--- config.mk ---
export PLATFORM = sky130hd
export DESIGN_NAME = letc_core_axi_fsm
export DESIGN_NICKNAME = d
export VERILOG_FILES = /design/src/rtl/letc_core_pkg.sv /design/src/rtl/letc_core_axi_fsm_rr_arb.sv /design/src/rtl/letc_core_axi_fsm.sv
export SDC_FILE = /design/constraint.sdc
export NUM_CORES = 1
export LEC_CHECK = 0
export BUFFER_PORTS_ARGS = -buffer_cell sky130_fd_sc_hd__buf_2
export CORE_AREA = 2 2 139 141
export CTS_CLUSTER_DIAMETER = 200
export CTS_CLUSTER_SIZE = 40
export DETAILED_ROUTE_END_ITERATION = 6
export DIE_AREA = 0 0 141 143
export SYNTH_ARGS = -nofsm -noshare
export SYNTH_HDL_FRONTEND = slang
export SYNTH_SLANG_ARGS = --single-unit
--- constraint.sdc ---
create_clock -name i_clk -period 4.4 [get_ports i_clk]
set_clock_uncertainty 0.05 [all_clocks]
set_input_delay 0.44 -clock i_clk [delete_from_list [all_inputs] [get_ports i_clk]]
set_output_delay 0.44 -clock i_clk [all_outputs]
set_load 0.005 [all_outputs]
--- src/rtl/letc_core_pkg.sv ---
// Shared types, AXI response codes and LIMP helper functions for the
// LETC Core AXI front end.
package letc_core_pkg;

  localparam int AXI_ID_W = 4;

  typedef enum logic [1:0] {
    SIZE_BYTE = 2'b00,
    SIZE_HALF = 2'b01,
    SIZE_WORD = 2'b10,
    SIZE_RSVD = 2'b11
  } limp_size_e;

  typedef enum logic [2:0] {
    ST_IDLE,
    ST_RD_A,
    ST_RD_D,
    ST_WR_AW,
    ST_WR_B,
    ST_RESPOND
  } axi_fsm_state_e;

  localparam logic [1:0] AXI_RESP_OKAY   = 2'b00;
  localparam logic [1:0] AXI_RESP_EXOKAY = 2'b01;
  localparam logic [1:0] AXI_RESP_SLVERR = 2'b10;
  localparam logic [1:0] AXI_RESP_DECERR = 2'b11;
  localparam logic [1:0] AXI_BURST_INCR  = 2'b01;

  function automatic logic [3:0] size_to_wstrb(input logic [1:0] size, input logic [1:0] addr_lo);
    logic [3:0] strb;
    case (size)
      SIZE_BYTE: strb = 4'b0001 << addr_lo;
      SIZE_HALF: strb = 4'b0011 << addr_lo;
      default:   strb = 4'b1111;
    endcase
    return strb;
  endfunction

  // Requests that must be refused without touching the bus.
  function automatic logic req_is_illegal(input logic [1:0] size, input logic [1:0] addr_lo);
    return (size == SIZE_RSVD) ||
           ((size == SIZE_HALF) && addr_lo[0]) ||
           ((size == SIZE_WORD) && (addr_lo != 2'b00));
  endfunction

  // Both SLVERR and DECERR carry bit 1 set.
  function automatic logic resp_is_error(input logic [1:0] resp);
    return resp[1];
  endfunction

endpackage

--- src/rtl/letc_core_axi_fsm_rr_arb.sv ---
// Two-input round-robin arbiter; the pointer names the preferred port and
// moves to the other port whenever a grant is taken.
module letc_core_axi_fsm_rr_arb (
  input  logic       clk_i,
  input  logic       rst_i,
  input  logic [1:0] req_i,
  input  logic       advance_i,
  output logic       grant_o,
  output logic       grant_valid_o
);

  logic ptr_q, ptr_d;

  always_comb begin
    grant_o       = req_i[ptr_q] ? ptr_q : ~ptr_q;
    grant_valid_o = |req_i;
    ptr_d         = ptr_q;
    if (advance_i && grant_valid_o) begin
      ptr_d = ~grant_o;
    end
  end

  always_ff @(posedge clk_i) begin
    if (rst_i) begin
      ptr_q <= 1'b0;
    end else begin
      ptr_q <= ptr_d;
    end
  end

endmodule

--- src/rtl/letc_core_axi_fsm.sv ---
// Arbitrates two LIMP requestors onto one AXI4 manager port, one single-beat
// transaction at a time, and returns data/error to the granted requestor.
module letc_core_axi_fsm
  import letc_core_pkg::*;
#(
  parameter int AXI_ID  = 0,
  parameter int PADDR_W = 32
) (
  input  logic                     i_clk,
  input  logic                     i_rst,
  input  logic [1:0]               i_lmp_valid,
  input  logic [1:0]               i_lmp_wen_nren,
  input  logic [1:0][1:0]          i_lmp_size,
  input  logic [1:0][PADDR_W-1:0]  i_lmp_addr,
  input  logic [1:0][31:0]         i_lmp_wdata,
  output logic [1:0]               o_lmp_ready,
  output logic [31:0]              o_lmp_rdata,
  output logic                     o_lmp_illegal,
  output logic [AXI_ID_W-1:0]      o_axi_arid,
  output logic [PADDR_W-1:0]       o_axi_araddr,
  output logic [7:0]               o_axi_arlen,
  output logic [2:0]               o_axi_arsize,
  output logic [1:0]               o_axi_arburst,
  output logic [2:0]               o_axi_arprot,
  output logic                     o_axi_arvalid,
  input  logic                     i_axi_arready,
  input  logic [31:0]              i_axi_rdata,
  input  logic [1:0]               i_axi_rresp,
  input  logic                     i_axi_rlast,
  input  logic                     i_axi_rvalid,
  output logic                     o_axi_rready,
  output logic [AXI_ID_W-1:0]      o_axi_awid,
  output logic [PADDR_W-1:0]       o_axi_awaddr,
  output logic [7:0]               o_axi_awlen,
  output logic [2:0]               o_axi_awsize,
  output logic [1:0]               o_axi_awburst,
  output logic [2:0]               o_axi_awprot,
  output logic                     o_axi_awvalid,
  input  logic                     i_axi_awready,
  output logic [31:0]              o_axi_wdata,
  output logic [3:0]               o_axi_wstrb,
  output logic                     o_axi_wlast,
  output logic                     o_axi_wvalid,
  input  logic                     i_axi_wready,
  input  logic [1:0]               i_axi_bresp,
  input  logic                     i_axi_bvalid,
  output logic                     o_axi_bready
);

  axi_fsm_state_e      state_q, state_d;
  logic                grant_q, grant_d;
  logic                wen_q, wen_d;
  logic [1:0]          size_q, size_d;
  logic [PADDR_W-1:0]  addr_q, addr_d;
  logic [31:0]         wdata_q, wdata_d;
  logic [31:0]         rdata_q, rdata_d;
  logic                illegal_q, illegal_d;
  logic                aw_done_q, aw_done_d;
  logic                w_done_q, w_done_d;

  logic                arb_grant, arb_valid, arb_advance;
  logic [1:0]          sel_size;
  logic [PADDR_W-1:0]  sel_addr;
  logic                sel_illegal;
  logic                unused_ok;

  letc_core_axi_fsm_rr_arb u_arb (
    .clk_i         (i_clk),
    .rst_i         (i_rst),
    .req_i         (i_lmp_valid),
    .advance_i     (arb_advance),
    .grant_o       (arb_grant),
    .grant_valid_o (arb_valid)
  );

  // Only the granted port's fields are looked at.
  assign sel_size    = i_lmp_size[arb_grant];
  assign sel_addr    = i_lmp_addr[arb_grant];
  assign sel_illegal = req_is_illegal(sel_size, sel_addr[1:0]);
  assign arb_advance = (state_q == ST_IDLE) && arb_valid;

  always_comb begin
    state_d   = state_q;
    grant_d   = grant_q;
    wen_d     = wen_q;
    size_d    = size_q;
    addr_d    = addr_q;
    wdata_d   = wdata_q;
    rdata_d   = rdata_q;
    illegal_d = illegal_q;
    aw_done_d = aw_done_q;
    w_done_d  = w_done_q;
    unique case (state_q)
      ST_IDLE: begin
        if (arb_valid) begin
          grant_d   = arb_grant;
          wen_d     = i_lmp_wen_nren[arb_grant];
          size_d    = sel_size;
          addr_d    = sel_addr;
          wdata_d   = i_lmp_wdata[arb_grant];
          illegal_d = sel_illegal;
          aw_done_d = 1'b0;
          w_done_d  = 1'b0;
          if (sel_illegal) begin
            state_d = ST_RESPOND;
          end else if (i_lmp_wen_nren[arb_grant]) begin
            state_d = ST_WR_AW;
          end else begin
            state_d = ST_RD_A;
          end
        end
      end
      ST_RD_A: begin
        if (i_axi_arready) begin
          state_d = ST_RD_D;
        end
      end
      ST_RD_D: begin
        if (i_axi_rvalid) begin
          rdata_d   = i_axi_rdata;
          illegal_d = resp_is_error(i_axi_rresp);
          state_d   = ST_RESPOND;
        end
      end
      ST_WR_AW: begin
        // AW and W complete independently; move on once both have gone.
        aw_done_d = aw_done_q | i_axi_awready;
        w_done_d  = w_done_q  | i_axi_wready;
        if (aw_done_d && w_done_d) begin
          state_d = ST_WR_B;
        end
      end
      ST_WR_B: begin
        if (i_axi_bvalid) begin
          illegal_d = resp_is_error(i_axi_bresp);
          state_d   = ST_RESPOND;
        end
      end
      ST_RESPOND: state_d = ST_IDLE;
      default:    state_d = ST_IDLE;
    endcase
  end

  always_ff @(posedge i_clk) begin
    if (i_rst) begin
      state_q   <= ST_IDLE;
      grant_q   <= 1'b0;
      wen_q     <= 1'b0;
      size_q    <= 2'b00;
      addr_q    <= '0;
      wdata_q   <= '0;
      rdata_q   <= '0;
      illegal_q <= 1'b0;
      aw_done_q <= 1'b0;
      w_done_q  <= 1'b0;
    end else begin
      state_q   <= state_d;
      grant_q   <= grant_d;
      wen_q     <= wen_d;
      size_q    <= size_d;
      addr_q    <= addr_d;
      wdata_q   <= wdata_d;
      rdata_q   <= rdata_d;
      illegal_q <= illegal_d;
      aw_done_q <= aw_done_d;
      w_done_q  <= w_done_d;
    end
  end

  assign o_lmp_ready   = (state_q == ST_RESPOND) ? (grant_q ? 2'b10 : 2'b01) : 2'b00;
  assign o_lmp_rdata   = rdata_q;
  assign o_lmp_illegal = illegal_q && (state_q == ST_RESPOND);

  assign o_axi_arid    = AXI_ID_W'(AXI_ID);
  assign o_axi_araddr  = addr_q;
  assign o_axi_arlen   = 8'd0;
  assign o_axi_arsize  = {1'b0, size_q};
  assign o_axi_arburst = AXI_BURST_INCR;
  assign o_axi_arprot  = 3'b000;
  assign o_axi_arvalid = (state_q == ST_RD_A);
  assign o_axi_rready  = (state_q == ST_RD_D);

  assign o_axi_awid    = AXI_ID_W'(AXI_ID);
  assign o_axi_awaddr  = addr_q;
  assign o_axi_awlen   = 8'd0;
  assign o_axi_awsize  = {1'b0, size_q};
  assign o_axi_awburst = AXI_BURST_INCR;
  assign o_axi_awprot  = 3'b000;
  assign o_axi_awvalid = (state_q == ST_WR_AW) && !aw_done_q;
  assign o_axi_wdata   = wdata_q;
  assign o_axi_wstrb   = size_to_wstrb(size_q, addr_q[1:0]);
  assign o_axi_wlast   = 1'b1;
  assign o_axi_wvalid  = (state_q == ST_WR_AW) && !w_done_q;
  assign o_axi_bready  = (state_q == ST_WR_B);

  // Single-beat transfers make RLAST redundant; only resp bit 1 matters.
  assign unused_ok = ^{i_axi_rlast, i_axi_rresp[0], i_axi_bresp[0]};

endmodule

==> results of run 1 <==
-- cell families (layout without fill, tap and decap cells) --
| family | Yosys count | after routing |
|---|---|---|
| AND/OR/NAND/NOR | 318 | 318 |
| AO/OA/AOI/OAI | 129 | 129 |
| other | 2 | 38 |
| buffers and inverters | 124 | 346 |
| flip-flops | 106 | 106 |
-- registers in the layout (all words and copies together) (netlist names) --
name,flops
size_q,2
state_q,3
o_axi_wdata,32
o_axi_araddr,32
illegal_q,1
o_lmp_rdata,32
aw_done_q,1
u_arb.ptr_q,1
w_done_q,1
grant_q,1
-- cells in the mapped netlist (all sizes together), types with 3 or more instances --
cell / number / area share (%)
nand2: 201 / 13
buf: 93 / 13
a21oi: 38 / 3.3
inv: 3 / 0.20
nor2b: 6 / 0.66
clkbuf: 28 / 1.9
nand2b: 4 / 0.44
nor2: 82 / 5.7
o21ai: 6 / 0.53
a22oi: 3 / 0.40
nor3: 6 / 0.53
a311oi: 67 / 17
nor3b: 3 / 0.48
dfxtp: 106 / 37
-- through the flow --
step                      instance area (sq um)  setup slack [ns]  total power [uW]  util (%)  instances
after floorplan                            5810              2.69              3480         -        714
after global routing                       7230              1.70              5140      38.9       1171
after global placement                     6930              1.96              3950      37.3       1154
final                                      7230              2.02              4750      38.9       1171
after CTS                                  7230              1.99              4820      38.9       1170
after detailed placement                   6930              1.94              3990      37.3       1154
-- routing by layer --
metal	GRT usage, %	share of wire [%]	vias up	wire, microns
met2	25.6	48	213	7810
met1	19.4	43	2427	7030
met3	3.62	6.4	23	1050
met4	6.11	2.1	2	335
met5	0	0.080	-	13
li1	-	-	2707	-
-- final cells by class --
type | count | area (sq um) | share of cell area, %
Tap cell | 234 | 293 | 4.05
Inverter | 3 | 11.3 | 0.156
Clock buffer | 11 | 253 | 3.50
Clock inverter | 5 | 45.0 | 0.623
Sequential cell | 106 | 2120 | 29.4
Antenna cell | 1 | 2.50 | 0.0346
Multi-Input combinational cell | 484 | 2850 | 39.4
Timing Repair Buffer | 327 | 1660 | 22.9
-- worst register-to-register path, delay by kind of cell (launching register included) --
family / cells / cell delay, ns
simple gates: 3 / 1.44
flops: 1 / 0.65
compound gates: 1 / 0.17
-- final timing paths --
kind,startpoint,endpoint,slack (ns),cells past startpoint
hold / removal,i_axi_rdata[6],o_lmp_rdata[6]$_SDFFE_PP0P_,0.27,3
setup / recovery,state_q[1]$_SDFFE_PP0P_,o_lmp_rdata[21]$_SDFFE_PP0P_,2.02,4
setup reg to reg,state_q[1]$_SDFFE_PP0P_,o_lmp_rdata[21]$_SDFFE_PP0P_,2.02,4
hold reg to reg,o_lmp_rdata[0]$_SDFFE_PP0P_,o_lmp_rdata[0]$_SDFFE_PP0P_,0.40,2
-- power groups by stage --
stage	Combinational (uW)	Sequential, uW	Clock, uW
floorplan	1880	1600	0
global placement	2330	1620	0
detailed placement	2360	1630	0
CTS	2360	1610	853
global route	2600	1670	878
finish	2330	1610	818
==> flow_metrics.py, run 1 <==
metrics = {
    "outcome": {
        "status": "completed",
    },
    "synthesis": {
        "ys.flop_type": "sky130_fd_sc_hd__dfxtp_1",
        "synth-compound-area-share_pct": 24.2,
        "synth-edff-count": 0,
        "postSynthAreaPerCell_sq_um": 8.37,
        "main_combinational_cell_family_by_area_after_synthesis": "compound AO/OA/AOI/OAI gates",
        "synth_adder_area_share_pct": 0,
        "async_set_or_reset_register_ratio_after_synthesis_pct": 0,
        "synthSimpleGateAreaFrac_pct": 23.3,
        "yosys-mux-area-fraction_pct": 0,
        "netlist_instances": 679,
        "ys_seq_area_share_pct": 37.4,
        "synth_cell_type_count": 44,
        "synth-xor-area-share_pct": 0,
        "post_synth_instance_area_sq_um": 5680,
        "synthesis.yosys.warnings": 0,
        "ys_ff_latch": 106,
    },
    "routing": {
        "avgRoutedWirePerCell_microns": 13.9,
        "drtIter0Drc": 206,
        "drt-pass1-iter-count": 4,
        "remaining_routing_drc_violations": 0,
        "detailroute.via_count": 5372,
        "via_per_inst": 4.59,
        "finalWirelength_microns": 16200,
        "drtAntennaViolNets": 0,
    },
    "layout": {
        "share_of_post_route_cells_with_drive_strength_above_1_pct": 45.1,
        "area_delta_synth_final_pct": 27.2,
        "mostFrequentLayoutCell": "sky130_fd_sc_hd__buf_2",
        "nNetsFinal": 1111,
        "mostFrequentLayoutCells": "sky130_fd_sc_hd__buf_2 (319), sky130_fd_sc_hd__nand2_1 (200), sky130_fd_sc_hd__dfxtp_1 (106)",
        "fill_cells": 1928,
    },
    "global_route": {
        "pin_count_of_the_biggest_net_entering_global_routing": 77,
        "grt_antenna_before_repair": 2,
        "wire_length_of_the_first_global_routing_pass_microns": 25000,
        "grt_overflow_total": 0,
        "first_global_vias": 4928,
        "grt_use_total_pct": 15.4,
    },
    "worst_setup_path": {
        "end_kind": "register",
        "critical_path_buf_inv_count": 0,
        "crit_slowest_cell": "sky130_fd_sc_hd__and2_1",
        "path_class": "register to register",
        "critPathArrivalTime_ns": 2.62,
        "timing.critical_path.slowest_cell_delay_ns": 0.89,
        "worstPathRequired_ns": 4.64,
        "cell_chain_critical_path": "nor3b_2 -> and2_1 -> nand2_1 -> a21oi_1",
        "cpLargestDelayFamily": "simple AND/OR/NAND/NOR gates",
        "path_max_fanout": 32,
        "critPathLaunchType": "register",
    },
    "floorplan": {
        "floorplan.die_area_sq_um": 20200,
        "initial_utilization_pct": 30.6,
        "core.rowCount": 50,
        "io_pins": 361,
        "die_height_microns": 143,
        "core-area_sq_um": 18600,
        "die_width_microns": 141,
    },
    "clock_tree": {
        "clock-sinks": 106,
        "clock_tree_root": "sky130_fd_sc_hd__clkbuf_16",
        "clkTransAtPathRegs_ns": 0.08,
        "insertion_delay_to_the_later_sink_of_the_worst_skew_pair_ns": 0.35,
        "cts_made_buffers": 9,
        "number_of_buffers_on_the_longest_clock_path": 2,
        "cts_repair_resize_count": 0,
        "post_cts.repair.setup_buffers": 0,
        "tritoncts_clock_tree": "built",
        "cts_hold_buf": 0,
        "htree_num_levels": 3,
    },
    "pwr": {
        "power_switching_uw": 2000,
        "seq_power_share_pct": 33.8,
        "irDropWorstVdd_mv": 0.388,
        "power_report.internal_total_uw": 2750,
        "power.leakage_uw": 0.00341,
        "power_switching_share_pct": 42.2,
        "power-per-cell-area_nw_per_um2": 658,
        "part_of_the_total_power_dissipated_in_the_clock_network_pct": 17.2,
        "share_comb_of_total_power_pct": 49.0,
    },
    "sta": {
        "rsz_0062_raised_after_global_routing": "false",
        "setup-tns-final_ns": 0,
        "relSlewSlack_pct": 26.5,
        "worst_hold_margin_ns": 0.268,
        "final_count_of_negative_setup_slack_endpoints": 0,
        "finalCriticalPeriod_ns": 2.38,
        "worst-slew-pin-transition_ns": 1.10,
        "achievable-frequency_mhz": 419,
        "finalHoldViolCount": 0,
        "final.period_utilization_pct": 54.2,
        "finalMaxSlewViolations": 0,
    },
    "run": {
        "timing.max_cap.violations": 0,
    },
    "min_path": {
        "hp-class": "input port to register",
    },
    "placement": {
        "numPortBuffers": 320,
        "gp_congestion": 0.771,
        "place.detailed.hpwl_microns": 12000,
    },
}
Power figures use the tool's default switching activity.
==> run 2, diff against run 1 <==
==> constraint.sdc (replaced) <==
create_clock -name i_clk -period 2 [get_ports i_clk]
set_clock_uncertainty 0.05 [all_clocks]
set_input_delay 0.2 -clock i_clk [delete_from_list [all_inputs] [get_ports i_clk]]
set_output_delay 0.2 -clock i_clk [all_outputs]
set_load 0.005 [all_outputs]
==> flow_metrics.py, run 2 (same netlist as run 1, synthesis figures left out) <==
metrics = {
    "outcome": {
        "status": "completed",
    },
    "placement": {
        "numPortBuffers": 320,
        "place.detailed.hpwl_microns": 12100,
        "placement.cell_area_sq_um": 7110,
        "gp_congestion": 0.766,
    },
    "clock_tree": {
        "clock-sinks": 106,
        "insertion_delay_to_the_later_sink_of_the_worst_skew_pair_ns": 0.35,
        "clock_tree_root": "sky130_fd_sc_hd__clkbuf_16",
        "cts_made_buffers": 9,
        "cts_hold_buf": 0,
        "number_of_buffers_on_the_longest_clock_path": 2,
        "htree_num_levels": 3,
        "clkTransAtPathRegs_ns": 0.07,
        "tritoncts_clock_tree": "built",
    },
    "floorplan": {
        "io_pins": 361,
        "floorplan.die_area_sq_um": 20200,
        "die_width_microns": 141,
        "initial_utilization_pct": 30.6,
        "core.rowCount": 50,
        "die_height_microns": 143,
        "core-area_sq_um": 18600,
    },
    "worst_setup_path": {
        "setup.worst_path.start": "state_q[1]$_SDFFE_PP0P_",
        "end_point_of_the_critical_path": "o_axi_awvalid",
        "critPathArrivalTime_ns": 1.56,
        "rr_worst_depth": 4,
        "end_kind": "output pin",
        "timing.rr.start": "state_q[2]$_SDFFE_PP0P_",
        "worstPathRequired_ns": 1.75,
        "path_class": "register to output pin",
        "ff2ff_setup_slack_ns": 0.27,
        "path_max_fanout": 14,
        "critPathLaunchType": "register",
        "regToRegEndpoint": "o_axi_wdata[9]$_SDFFE_PP0P_",
    },
    "routing": {
        "via_per_inst": 4.54,
        "finalWirelength_microns": 16200,
        "detailroute.via_count": 5360,
        "drt-pass1-iter-count": 4,
        "drtIter0Drc": 188,
        "drtAntennaViolNets": 0,
        "remaining_routing_drc_violations": 0,
        "avgRoutedWirePerCell_microns": 13.7,
    },
    "global_route": {
        "wire_length_of_the_first_global_routing_pass_microns": 25300,
        "grt_use_total_pct": 15.6,
        "first_global_vias": 4937,
        "grt_antenna_before_repair": 1,
        "pin_count_of_the_biggest_net_entering_global_routing": 79,
        "grt_overflow_total": 0,
    },
    "sta": {
        "final_count_of_negative_setup_slack_endpoints": 0,
        "achievable-frequency_mhz": 552,
        "worst_hold_margin_ns": 0.0323,
        "relSlewSlack_pct": 49.2,
        "finalCriticalPeriod_ns": 1.81,
        "rsz_0062_raised_after_global_routing": "false",
        "setup-tns-final_ns": 0,
        "final.period_utilization_pct": 90.6,
        "finalHoldViolCount": 0,
        "worst-slew-pin-transition_ns": 0.762,
        "finalMaxSlewViolations": 0,
    },
    "pwr": {
        "power-per-cell-area_nw_per_um2": 1440,
        "power.leakage_uw": 0.00349,
        "irDropWorstVdd_mv": 0.678,
    },
    "layout": {
        "num_antenna_cells": 0,
        "nNetsFinal": 1123,
        "finish.instance_area_sq_um": 7390,
        "fill_cells": 1910,
        "mostFrequentLayoutCells": "sky130_fd_sc_hd__buf_2 (319), sky130_fd_sc_hd__nand2_1 (200), sky130_fd_sc_hd__dfxtp_1 (106)",
        "area_delta_synth_final_pct": 30.0,
        "mostFrequentLayoutCell": "sky130_fd_sc_hd__buf_2",
        "share_of_post_route_cells_with_drive_strength_above_1_pct": 45.8,
    },
    "min_path": {
        "hp-class": "input port to register",
    },
    "run": {
        "timing.max_cap.violations": 0,
    },
}
## run 2: changes by cell type in the layout (fill, tap and decap cells not counted), sizes merged
cell and delta:
diode -1, buf +12, clkbuf -1
## run 2: area by class of cell
class / count / area (sq um) / share of cell area (%)
clock inverter: 5 / 38.8 / 0.525
inverter: 3 / 11.3 / 0.152
sequential: 106 / 2120 / 28.7
clock buffer: 10 / 239 / 3.24
timing repair buffer: 339 / 1830 / 24.8
multi-input combinational: 484 / 2850 / 38.6
tap: 234 / 293 / 3.96
## run 2: through the flow
stage          worst slack (ns)  util, %  total power [uW]  std cells
2_1_floorplan             0.389        -              7650        714
3_3_place_gp              0.317     38.2              8960       1166
3_5_place_dp              0.287     38.2              9020       1166
4_1_cts                   0.137     39.7             10800       1181
5_1_grt                  0.0671     39.8             11500       1181
6_report                  0.188     39.8             10600       1181
## run 2: worst min-delay path by stage
stage	depth (start not counted)	startpoint	to
global placement	2	o_lmp_rdata[30]$_SDFFE_PP0P_	o_lmp_rdata[30]$_SDFFE_PP0P_
floorplan	2	i_axi_rdata[0]	o_lmp_rdata[0]$_SDFFE_PP0P_
CTS	3	i_axi_rdata[11]	o_lmp_rdata[11]$_SDFFE_PP0P_
finish	3	i_axi_rdata[10]	o_lmp_rdata[10]$_SDFFE_PP0P_
detailed placement	2	o_lmp_rdata[12]$_SDFFE_PP0P_	o_lmp_rdata[12]$_SDFFE_PP0P_
global route	3	i_axi_rdata[11]	o_lmp_rdata[11]$_SDFFE_PP0P_
## run 2: what timing repair did
action,4_1_cts,5_1_grt
endpoints found under the setup margin,0,1
gates resized for setup,0,1
buffers inserted,0,0
## run 2: layer usage
layer,track usage (%),wire [microns],vias to the layer above
met4,3.79,146,2
li1,-,-,2731
met1,19.7,7100,2400
met3,4.29,1120,10
met2,26.5,7840,217
met5,0,13,-
## run 2: critical path: stages, from the launching register on
cell	delay, ns
sky130_fd_sc_hd__dfxtp_1	0.40
sky130_fd_sc_hd__buf_4	0.21
sky130_fd_sc_hd__and2b_1	0.23
sky130_fd_sc_hd__nand2_1	0.11
sky130_fd_sc_hd__nor2_1	0.13
sky130_fd_sc_hd__buf_2	0.13
## run 2: power breakdown
part           total [uW]  internal, uW  switching [uW]
logic                5440          2440            3000
clock network        1720           883             837
registers            3480          2910             577
